$ cat config.mk
export PLATFORM = sky130hd
export DESIGN_NAME = useq_stack_sequencer
export DESIGN_NICKNAME = d
export VERILOG_FILES = /design/src/rtl/useq_stack_sequencer.sv
export SDC_FILE = /design/constraint.sdc
export NUM_CORES = 1
export LEC_CHECK = 0
export CORE_UTILIZATION = 49
export DETAILED_ROUTE_END_ITERATION = 8
export PLACE_DENSITY_LB_ADDON = 0.1
export SLEW_MARGIN = 20
export SYNTH_ARGS = -nofsm -noshare
export SYNTH_HDL_FRONTEND = slang
export SYNTH_SLANG_ARGS = --single-unit
$ cat constraint.sdc
create_clock -name clock -period 6.26 [get_ports clock]
set_input_delay 1.565 -clock clock [delete_from_list [all_inputs] [get_ports clock]]
set_output_delay 1.565 -clock clock [all_outputs]
set_load 0.02 [all_outputs]
$ cat src/rtl/useq_stack_sequencer.sv
// Microprogram sequencer: registered micro-address, LIFO return stack, loop counter.
// Define USEQ_STACK_WRAP_EN to make the return stack circular (overflowing pushes overwrite the oldest entry).
module useq_stack_sequencer #(
    parameter int AW    = 12,
    parameter int DEPTH = 4,
    parameter int CW    = 8
) (
    input  logic          clock,
    input  logic          reset,
    input  logic [2:0]    op,
    input  logic          cond,
    input  logic [AW-1:0] d_in,
    input  logic          hold,
    output logic [AW-1:0] address,
    output logic [4:0]    depth,
    output logic          ctr_zero,
    output logic          overflow,
    output logic          underflow
);

    localparam int            PW   = (DEPTH > 1) ? $clog2(DEPTH) : 1;
    localparam logic [4:0]    FULL = 5'(DEPTH);
    localparam logic [PW-1:0] LAST = PW'(DEPTH - 1);

    typedef enum logic [2:0] {
        OP_NEXT  = 3'd0,
        OP_JUMP  = 3'd1,
        OP_CALL  = 3'd2,
        OP_RET   = 3'd3,
        OP_LDCT  = 3'd4,
        OP_LOOP  = 3'd5,
        OP_JMAP  = 3'd6,
        OP_JUMPN = 3'd7
    } op_e;

    logic [AW-1:0] r_upc;
    logic [CW-1:0] r_ctr;
    logic [4:0]    r_depth;
    logic [PW-1:0] r_wp;
    logic          r_ovf;
    logic          r_unf;
    logic [AW-1:0] r_stack [DEPTH];

    logic [AW-1:0] w_inc;
    logic [AW-1:0] w_upc_nxt;
    logic [CW-1:0] w_ctr_nxt;
    logic [4:0]    w_depth_nxt;
    logic [PW-1:0] w_wp_nxt;
    logic [PW-1:0] w_wp_inc;
    logic [PW-1:0] w_wp_dec;
    logic          w_full;
    logic          w_empty;
    logic          w_push;
    logic          w_pop;
    logic          w_wr_en;
    logic          w_ovf_set;
    logic          w_unf_set;

    assign w_inc    = r_upc + 1'b1;
    assign w_full   = (r_depth == FULL);
    assign w_empty  = (r_depth == 5'd0);
    // r_wp is the next write slot; the top of stack is always the slot just below it.
    assign w_wp_inc = (r_wp == LAST) ? '0 : r_wp + 1'b1;
    assign w_wp_dec = (r_wp == '0) ? LAST : r_wp - 1'b1;

    always_comb begin
        w_upc_nxt = w_inc;
        w_ctr_nxt = r_ctr;
        w_push    = 1'b0;
        w_pop     = 1'b0;
        w_unf_set = 1'b0;
        unique case (op_e'(op))
            OP_NEXT:  w_upc_nxt = w_inc;
            OP_JUMP:  w_upc_nxt = cond ? d_in : w_inc;
            OP_CALL: begin
                if (cond) begin
                    w_push    = 1'b1;
                    w_upc_nxt = d_in;
                end
            end
            OP_RET: begin
                if (cond) begin
                    if (w_empty) begin
                        w_unf_set = 1'b1;
                    end else begin
                        w_pop     = 1'b1;
                        w_upc_nxt = r_stack[w_wp_dec];
                    end
                end
            end
            OP_LDCT:  w_ctr_nxt = d_in[CW-1:0];
            OP_LOOP: begin
                if (r_ctr != '0) begin
                    w_ctr_nxt = r_ctr - 1'b1;
                    w_upc_nxt = d_in;
                end
            end
            OP_JMAP:  w_upc_nxt = d_in;
            OP_JUMPN: w_upc_nxt = cond ? w_inc : d_in;
            default:  w_upc_nxt = w_inc;
        endcase
    end

    always_comb begin
        w_ovf_set   = w_push && w_full;
        w_wr_en     = 1'b0;
        w_wp_nxt    = r_wp;
        w_depth_nxt = r_depth;
        if (w_push) begin
`ifdef USEQ_STACK_WRAP_EN
            // When full, the write slot holds the oldest entry, so it is overwritten.
            w_wr_en  = 1'b1;
            w_wp_nxt = w_wp_inc;
            if (!w_full) begin
                w_depth_nxt = r_depth + 5'd1;
            end
`else
            if (!w_full) begin
                w_wr_en     = 1'b1;
                w_wp_nxt    = w_wp_inc;
                w_depth_nxt = r_depth + 5'd1;
            end
`endif
        end else if (w_pop) begin
            w_wp_nxt    = w_wp_dec;
            w_depth_nxt = r_depth - 5'd1;
        end
    end

    always_ff @(posedge clock) begin
        if (reset) begin
            r_upc   <= '0;
            r_ctr   <= '0;
            r_depth <= '0;
            r_wp    <= '0;
            r_ovf   <= 1'b0;
            r_unf   <= 1'b0;
        end else if (!hold) begin
            r_upc   <= w_upc_nxt;
            r_ctr   <= w_ctr_nxt;
            r_depth <= w_depth_nxt;
            r_wp    <= w_wp_nxt;
            r_ovf   <= r_ovf | w_ovf_set;
            r_unf   <= r_unf | w_unf_set;
        end
    end

    always_ff @(posedge clock) begin
        if (!reset && !hold && w_wr_en) begin
            r_stack[r_wp] <= w_inc;
        end
    end

    assign address   = r_upc;
    assign depth     = r_depth;
    assign ctr_zero  = (r_ctr == '0);
    assign overflow  = r_ovf;
    assign underflow = r_unf;

endmodule

[Yosys cells after proc, flatten, opt, wreduce, memory -nomap -nowiden]
Memories as Yosys holds them, arrays and structs flattened.
Index checks and enable logic that the tools add are counted.
Storage, ports and cells
  RAM bits: 48
  output and inout port bits: 20
  register bits: 29
  memories: 1
  logic and storage cells: 69
Operators by class
  eq/ne operators: 11
  reduce and logical (&&, ||, !) cells: 14
  bitwise operators: 3
  $add $sub $neg: 6
  muxes and demuxes: 28
Memory list
  r_stack: words 4, width 12, read ports 1, clocked after memory_dff 0, wr ports 1, line 42  | logic [AW-1:0] r_stack [DEPTH];
Operators by type and width (number)
  $mux W12: 5
  $pmux W12 S5: 1
  $pmux W8 S2: 1
  $mux W5: 3
  $add A12 B1 Y12 const B: 1
  $eq A3 B3 Y1 const B: 4
  $mux W1: 12
  $mux W2: 5
  $logic_not A8 Y1: 1
  $mux W8: 1
  $reduce_bool A8 Y1: 1
  $sub A8 B1 Y8 const B: 1
  $eq A3 B2 Y1 const B: 2
  $reduce_and A3 Y1: 2
  $add A5 B1 Y5 const B: 1
  $eq A5 B3 Y1 const B: 1
  $logic_not A5 Y1: 1
  $sub A5 B1 Y5 const B: 1
  $ne A2 B2 Y1 const B: 2
  $reduce_bool A2 Y1: 2
  $eq A3 B1 Y1 const B: 1
  $logic_and A1 B1 Y1: 3
  $add A2 B1 Y2 const B: 1
  $eq A2 B2 Y1 const B: 1
  6 further kinds: 8

[Depth between registers and ports, before layout]
Gate-level depths: netlist of the first run.
  word-level depth: 6
  depth in mapped cells: 10
  mapped depth without buffers: 9

[Least setup slack after synthesis of the first run]
OpenSTA, ideal clock, no wires.
  path kind: input port to flip-flop
  start: input port op[2]
  end: register r_depth[4], in the netlist depth[4]
  setup time: 0.121 ns
  arrival time: 3.417 ns
  slack: 2.722 ns
  stages on the path: 9
  buffers on the path: 1
  data required time: 6.139 ns
  path through: buf_2 nor2b_1 nand3b_1 ha_1 nor2b_1 o21a_1 or3_1 a21oi_1 mux2_2
On the way
  longest elaborated chain between the ends: 4
RTL lines
  start, declared: line 10  | input logic [2:0] op,
  $eq A3 B2 Y1: line 72  | unique case (op_e'(op))
  $mux W1: line 72
  $ne A2 B2 Y1 (no source line) or $reduce_bool A2 Y1 (tied branches)
  $reduce_and A3 Y1 (no source line)
  end signal, assigned: line 141  | r_depth <= w_depth_nxt;
  end, declared: line 38  | logic [4:0] r_depth;
Parallel ways exist; a longest one is shown, timed or not.
A chain may end at the register's enable or synchronous reset.

[Final worst setup path of the first run]
  start: register r_ctr[5]
  end: output port ctr_zero
On the way
  longest elaborated chain between the ends: 1
RTL lines
  start, declared: line 37  | logic [CW-1:0] r_ctr;
  start signal, assigned: line 140  | r_ctr <= w_ctr_nxt;
  $logic_not A8 Y1: line 156  | assign ctr_zero = (r_ctr == '0);
  end, declared: line 16  | output logic ctr_zero,
No other way between the ends.

==> flow_summary_export.csv, run 1 <==
group,metric,value,unit
final_layout,final_layout_size_suffix_gt1_share,13.83,%
global_routing,grt_first_pass_wirelength,14570,um
clocking,clk_pin_slew_worst_paths,90,ps
floorplanning,fp-row-count,32,
routing,num_vias,2794,
global_routing,overflow,0,
floorplanning,start_util,50.84,%
power_and_ir_drop,p_leak,1.526,nW
outcome,status,"finished, final reports clean",
routing,drc_errors,0,
sta,slew_viol_final,0,
sta,max_freq,243.8,MHz
final_layout,stdcell_count,478,
placed_design,numPortBuffers,38,
routing,post_drt_via_cell_ratio,5.845,
synth,yosys.area.top_type,"edfxtp_1",
placed_design,dp_slack,1903,ps
routing,met1_length,3992,um
routing,wl_met2,4212,um
sta,setup_slack,2159,ps
final_layout,diodes,0,
routing,drtAntennaViolNets,0,
global_routing,antenna_found_initial,0,
setup_path,r2r-start,"r_wp[0]$_SDFFE_PP0P_",
clocking,htreeDepth,3,
placed_design,dpl_cell_area,4399,um2
routing,highest_layer,"met4",
floorplanning,dieArea,8422,um2
routing,wl_per_cell,18.39,um
placed_design,hpwl,6272,um
min_path,hp-class,"flop to flop",
routing,met3_wirelength,495,um
sta,hold_violations,0,
setup_path,cp-end-kind,"primary output",
sta,max_slew.worst_pin.slew,832.8,ps
clocking,cts_resized,0,
final_layout,fin_area,4568,um2
synth,yosysMostFrequentCell,"edfxtp_1",
setup_path,critPathKind,"flop to primary output",
synth,synth_top_area_share,36.50,%
clocking,cts_tree,"yes",
min_path,hold_path_depth,2,
final_layout,area_growth_syn_to_layout,15.68,%
final_layout,fin_util,58.81,%
clocking,post-cts-setup-buffers,0,
routing,drt_first_iter_violations,147,
setup_path,crit_fanout,4,
routing,wl,8789,um
synth,async_reset_ff_share,0,%
setup_path,r2r_slack,3700,ps
sta,fin_crit,4101,ps
run,cap_violations,0,
clocking,cts_inserted_buffers,9,
routing,drtPass1Iterations,4,
synth,synth_common_cells,"edfxtp_1, dfxtp_1, nand2_1, nor2_1, inv_1",
synth,syn_area_per_cell,11.75,um2
sta,fin_setup_tns,0,ps
synth,synth_seq_cells,77,
power_and_ir_drop,pwr_density_cell,225.9,nW/um2
sta,max_slew_margin,44.48,%
global_routing,grt_max_degree,33,
sta,finClkSkew,13.52,ps
setup_path,crit_required,4700,ps
setup_path,cp.arrival,2540,ps
global_routing,grt_pass1_vias,2800,
placed_design,place_congestion,0.7945,
clocking,ctsHoldBuffers,0,
floorplanning,design.portCount,39,
min_path,hold_start,"underflow$_SDFFE_PP0N_",
setup_path,cp_num_buf_inv,1,
floorplanning,die_y,91.77,um
synth,synth_area,3949,um2
synth,synth_edf_count,48,
synth,synth.distinct_cells,55,
final_layout,finalNetCount,401,
synth,synth_ff_type,"edfxtp_1",
setup_path,slowest_delay,600,ps
setup_path,critical_path.top_delay_family,"simple AND/OR/NAND/NOR gates",
synth,seq_area_frac_synth,51.20,%
sta,rsz0062_at_grt,"false",
setup_path,worstRegToRegCells,5,
synth,synth_area_leaders,"edfxtp_1, dfxtp_1, mux4_2, a221oi_2, ha_1",
clocking,insertion_delay,350,ps
setup_path,path_cells,"or4_4 > nor3_1 > and2_1 > clkdlybuf4s50_1",
synth,synth_cells,336,
global_routing,grt_usage,22.86,%
power_and_ir_drop,vdd_ir_drop_max,0.0001050,V
sta,finalSetupViolCount,0,
setup_path,r2r_end,"address[4]$_SDFFE_PP0N_",
synth,synth.net_count,366,
placed_design,dp.cells,462,
synth,ys_warn_count,0,
min_path,hold_path_end,"underflow$_SDFFE_PP0N_",
sta,timing.final.crit_share,65.52,%
floorplanning,coreArea,7767,um2
clocking,clock_path_buffers,2,
floorplanning,die_x,91.77,um
clocking,clkSinkCount,77,
setup_path,cp-start-kind,"flop",
clocking,cts_root_buf,"clkbuf_8",
setup_path,crit_slowest_cell,"clkdlybuf4s50_1",
## cell families (layout without fill, tap and decap cells)
group	count (synthesis)	count (layout)	synth area share [%]
buffers and inverters	36	76	3.834
and+or+nand+nor	101	101	12.90
adders and majority gates	11	11	3.676
AOI/OAI and AO/OA	80	80	17.17
muxes	16	16	7.890
DFF	77	77	51.20
xor gates and xnor gates	15	15	3.327
## worst reg2reg max path, cell delays in order (launching register included)
cell and delay [ps]:
dfxtp_1 440, inv_1 90, ha_1 840, mux4_2 620
a221oi_2 350, a221oi_2 100
## power by group
group / leakage, nW / switching [W] / internal, W
logic: 0.774 / 0.0000816 / 0.0000597
registers: 0.673 / 0.0000116 / 0.000551
clock network: 0.0783 / 0.000185 / 0.000143
total: 1.53 / 0.000278 / 0.000754
## cells in the final DEF (no fill, tap or decap), types with 2 or more instances in the layout
master / instances
a31o_2: 2
clkinv_2: 2
xnor2_1: 14
mux2i_1: 3
clkinvlp_4: 3
a22o_1: 3
inv_1: 18
a221oi_2: 11
nand4_1: 5
nor3_1: 7
o31ai_1: 4
clkdlybuf4s50_1: 38
nand3_1: 8
dfxtp_1: 29
a31oi_1: 3
a211o_1: 2
a21oi_1: 15
o21ai_0: 13
a21o_1: 4
and3_1: 2
a211oi_1: 3
or2_2: 2
nor4_1: 5
mux4_2: 12
nand2b_1: 3
edfxtp_1: 48
ha_1: 10
buf_4: 3
nor2b_1: 6
nor2_1: 19
nand3b_1: 2
clkbuf_8: 9
a221oi_1: 9
nand2_1: 29
and2_1: 7
## routing by layer
metal	global-route usage (%)	up-vias
met4	8.333	0
met1	31.16	1368
met3	4.395	8
li1	-	1353
met2	36.53	65
met5	0	-
## state kept, by name, indices dropped and copies added, names as in the netlist
signal     count
underflow      1
overflow       1
r_ctr          8
r_wp           2
depth          5
address       12
r_stack       48
## worst max-delay path by stage
stage	from	endpoint	depth (start not counted)
6_report	r_ctr[5]$_SDFFE_PP0P_	ctr_zero	4
5_1_grt	cond	r_stack[2][9]$_DFFE_PP_	5
4_1_cts	r_ctr[2]$_SDFFE_PP0P_	ctr_zero	4
3_5_place_dp	cond	r_stack[1][5]$_DFFE_PP_	5
3_3_place_gp	op[0]	depth[4]$_SDFFE_PP0P_	9
2_1_floorplan	op[2]	depth[4]$_SDFFE_PP0P_	9
## final cells by class
class	count	area (um2)
Clock inverter	6	41.29
Timing Repair Buffer	41	402.9
Multi-Input combinational cell	223	1775
Inverter	19	71.32
Fill cell	652	3199
Sequential cell	77	2022
Tap cell	102	127.6
Clock buffer	10	127.6
## through the flow
stage | hold slack (ps) | power (W)
after detailed placement | 464.0 | 0.0007149
after floorplan | 458.9 | 0.0006626
after CTS | 480.8 | 0.001038
final | 471.9 | 0.001032
after global routing | 527.8 | 0.001074
after global placement | 456.8 | 0.0007124
(Power assumes the default switching activity.)
==> run 2, diff against run 1 <==
==> constraint.sdc (replaced) <==
create_clock -name clock -period 4.05 [get_ports clock]
set_input_delay 1.0125 -clock clock [delete_from_list [all_inputs] [get_ports clock]]
set_output_delay 1.0125 -clock clock [all_outputs]
set_load 0.02 [all_outputs]
==> run 2 against run 1 <==
Largest cell class unchanged; global-route usage decreased by 0.44 points; sequential power increased by 54%; largest power group unchanged; via count increased by 2.5%; die area is the same; sequential share of layout area is 0.62 points lower.
==> flow_summary_export.csv, run 2 (synthesis results as in run 1) <==
group,metric,value,unit
outcome,status,"finished, final reports clean",
clocking,insertion_delay,350,ps
routing,highest_layer,"met4",
routing,num_vias,2864,
power_and_ir_drop,p_switching,0.0004435,W
setup_path,crit_required,3040,ps
global_routing,grt_usage,22.42,%
final_layout,area_growth_syn_to_layout,17.33,%
setup_path,cp.arrival,2510,ps
sta,hold_violations,0,
setup_path,cp-start-kind,"flop",
final_layout,stdcell_count,486,
final_layout,fin_util,59.65,%
routing,drtAntennaViolNets,0,
routing,drt_first_iter_violations,242,
clocking,clock_path_buffers,2,
sta,rsz0062_at_grt,"false",
global_routing,grt_first_pass_wirelength,14330,um
sta,slew_viol_final,0,
sta,timing.final.crit_share,87.10,%
clocking,cts_inserted_buffers,9,
floorplanning,coreArea,7767,um2
final_layout,top_register,"r_stack",
routing,drc_errors,0,
routing,wl_met2,4143,um
global_routing,overflow,0,
sta,max_slew_margin,43.38,%
floorplanning,design.portCount,39,
power_and_ir_drop,clkPwrFrac,32.7,%
routing,met1_length,4395,um
sta,finClkSkew,17.49,ps
min_path,hp-class,"flop to flop",
setup_path,critPathKind,"flop to primary output",
floorplanning,die_y,91.77,um
clocking,cts_root_buf,"clkbuf_8",
placed_design,dp.cells,470,
power_and_ir_drop,pwr_density_cell,348.8,nW/um2
final_layout,final_cell_mix,"edfxtp_1, clkdlybuf4s50_1, nand2_1, dfxtp_1, nor2_1",
power_and_ir_drop,vdd_ir_drop_max,0.0001756,V
routing,wl_per_cell,18.50,um
setup_path,cp-end-kind,"primary output",
sta,fin_crit,3527,ps
power_and_ir_drop,power_frac_comb,13.6,%
routing,wl,8991,um
placed_design,numPortBuffers,38,
sta,max_slew.worst_pin.slew,849.3,ps
setup_path,crit_fanout,6,
floorplanning,die_x,91.77,um
routing,post_drt_via_cell_ratio,5.893,
sta,finalSetupViolCount,0,
routing,met3_wirelength,303,um
power_and_ir_drop,p_total,0.001616,W
final_layout,nFillCells,671,
power_and_ir_drop,p_seq_share,53.8,%
final_layout,largest_reg_flops,48,
floorplanning,start_util,50.84,%
power_and_ir_drop,p_int,0.001173,W
global_routing,grt_max_degree,32,
floorplanning,dieArea,8422,um2
sta,fin_setup_tns,0,ps
clocking,ctsHoldBuffers,0,
power_and_ir_drop,switching_share,27.44,%
routing,drtPass1Iterations,5,
clocking,post-cts-setup-buffers,0,
clocking,clkSinkCount,77,
clocking,clk_pin_slew_worst_paths,90,ps
sta,max_freq,283.5,MHz
power_and_ir_drop,p_leak,1.573,nW
floorplanning,fp-row-count,32,
placed_design,hpwl,6195,um
final_layout,diodes,0,
final_layout,finalNetCount,409,
run,cap_violations,0,
placed_design,place_congestion,0.8281,
final_layout,final_common_cell,"edfxtp_1",
clocking,htreeDepth,3,
setup_path,r2r_slack,1500,ps
global_routing,antenna_found_initial,0,
clocking,cts_resized,0,
final_layout,final_layout_size_suffix_gt1_share,15.63,%
global_routing,grt_pass1_vias,2755,
clocking,cts_tree,"yes",
[run 2: critical path, stage by stage, from the launching register on]
cell,delay (ps)
dfxtp_1,380
or4_4,580
nor3_1,400
and2_1,210
clkdlybuf4s50_1,600
[run 2: cell type report]
class,instances,area [um2],area share (%)
Clock buffer,10,127.6,2.755
Clock inverter,6,46.29,0.9992
Inverter,19,71.32,1.539
Multi-Input combinational cell,223,1775,38.32
Sequential cell,77,2022,43.64
Tap cell,102,127.6,2.755
Timing Repair Buffer,49,462.9,9.992
[run 2: worst paths after layout]
| check | start | to | cells past startpoint |
|---|---|---|---|
| max | r_ctr[2]$_SDFFE_PP0P_ | ctr_zero | 4 |
| min reg2reg | underflow$_SDFFE_PP0N_ | underflow$_SDFFE_PP0N_ | 2 |
| min | underflow$_SDFFE_PP0N_ | underflow$_SDFFE_PP0N_ | 2 |
| max reg2reg | r_wp[0]$_SDFFE_PP0P_ | address[1]$_SDFFE_PP0N_ | 5 |
[run 2: metrics by stage]
stage	setup WS, ps	hold WS (ps)	cell area (um2)
6_report	522.7	477.3	4633
5_1_grt	398.9	517.6	4633
4_1_cts	547.5	482.5	4633
3_5_place_dp	332.5	462.6	4459
3_3_place_gp	395.2	456.0	4459
2_1_floorplan	1065	458.9	3949
[run 2: per-layer routing]
metal  up-vias  track usage (%)
met5         -                0
met4         0            7.292
met3        14            3.400
met2        72            35.03
met1      1410            32.17
li1       1368                -
[run 2: power groups by stage]
| stage | Combinational [W] | Clock (W) | Sequential [W] |
|---|---|---|---|
| detailed placement | 0.000217 | 0 | 0.000887 |
| global placement | 0.000215 | 0 | 0.000886 |
| global route | 0.000235 | 0.000565 | 0.000871 |
| CTS | 0.000218 | 0.000534 | 0.000869 |
| floorplan | 0.000131 | 0 | 0.000893 |
| finish | 0.000219 | 0.000528 | 0.000869 |
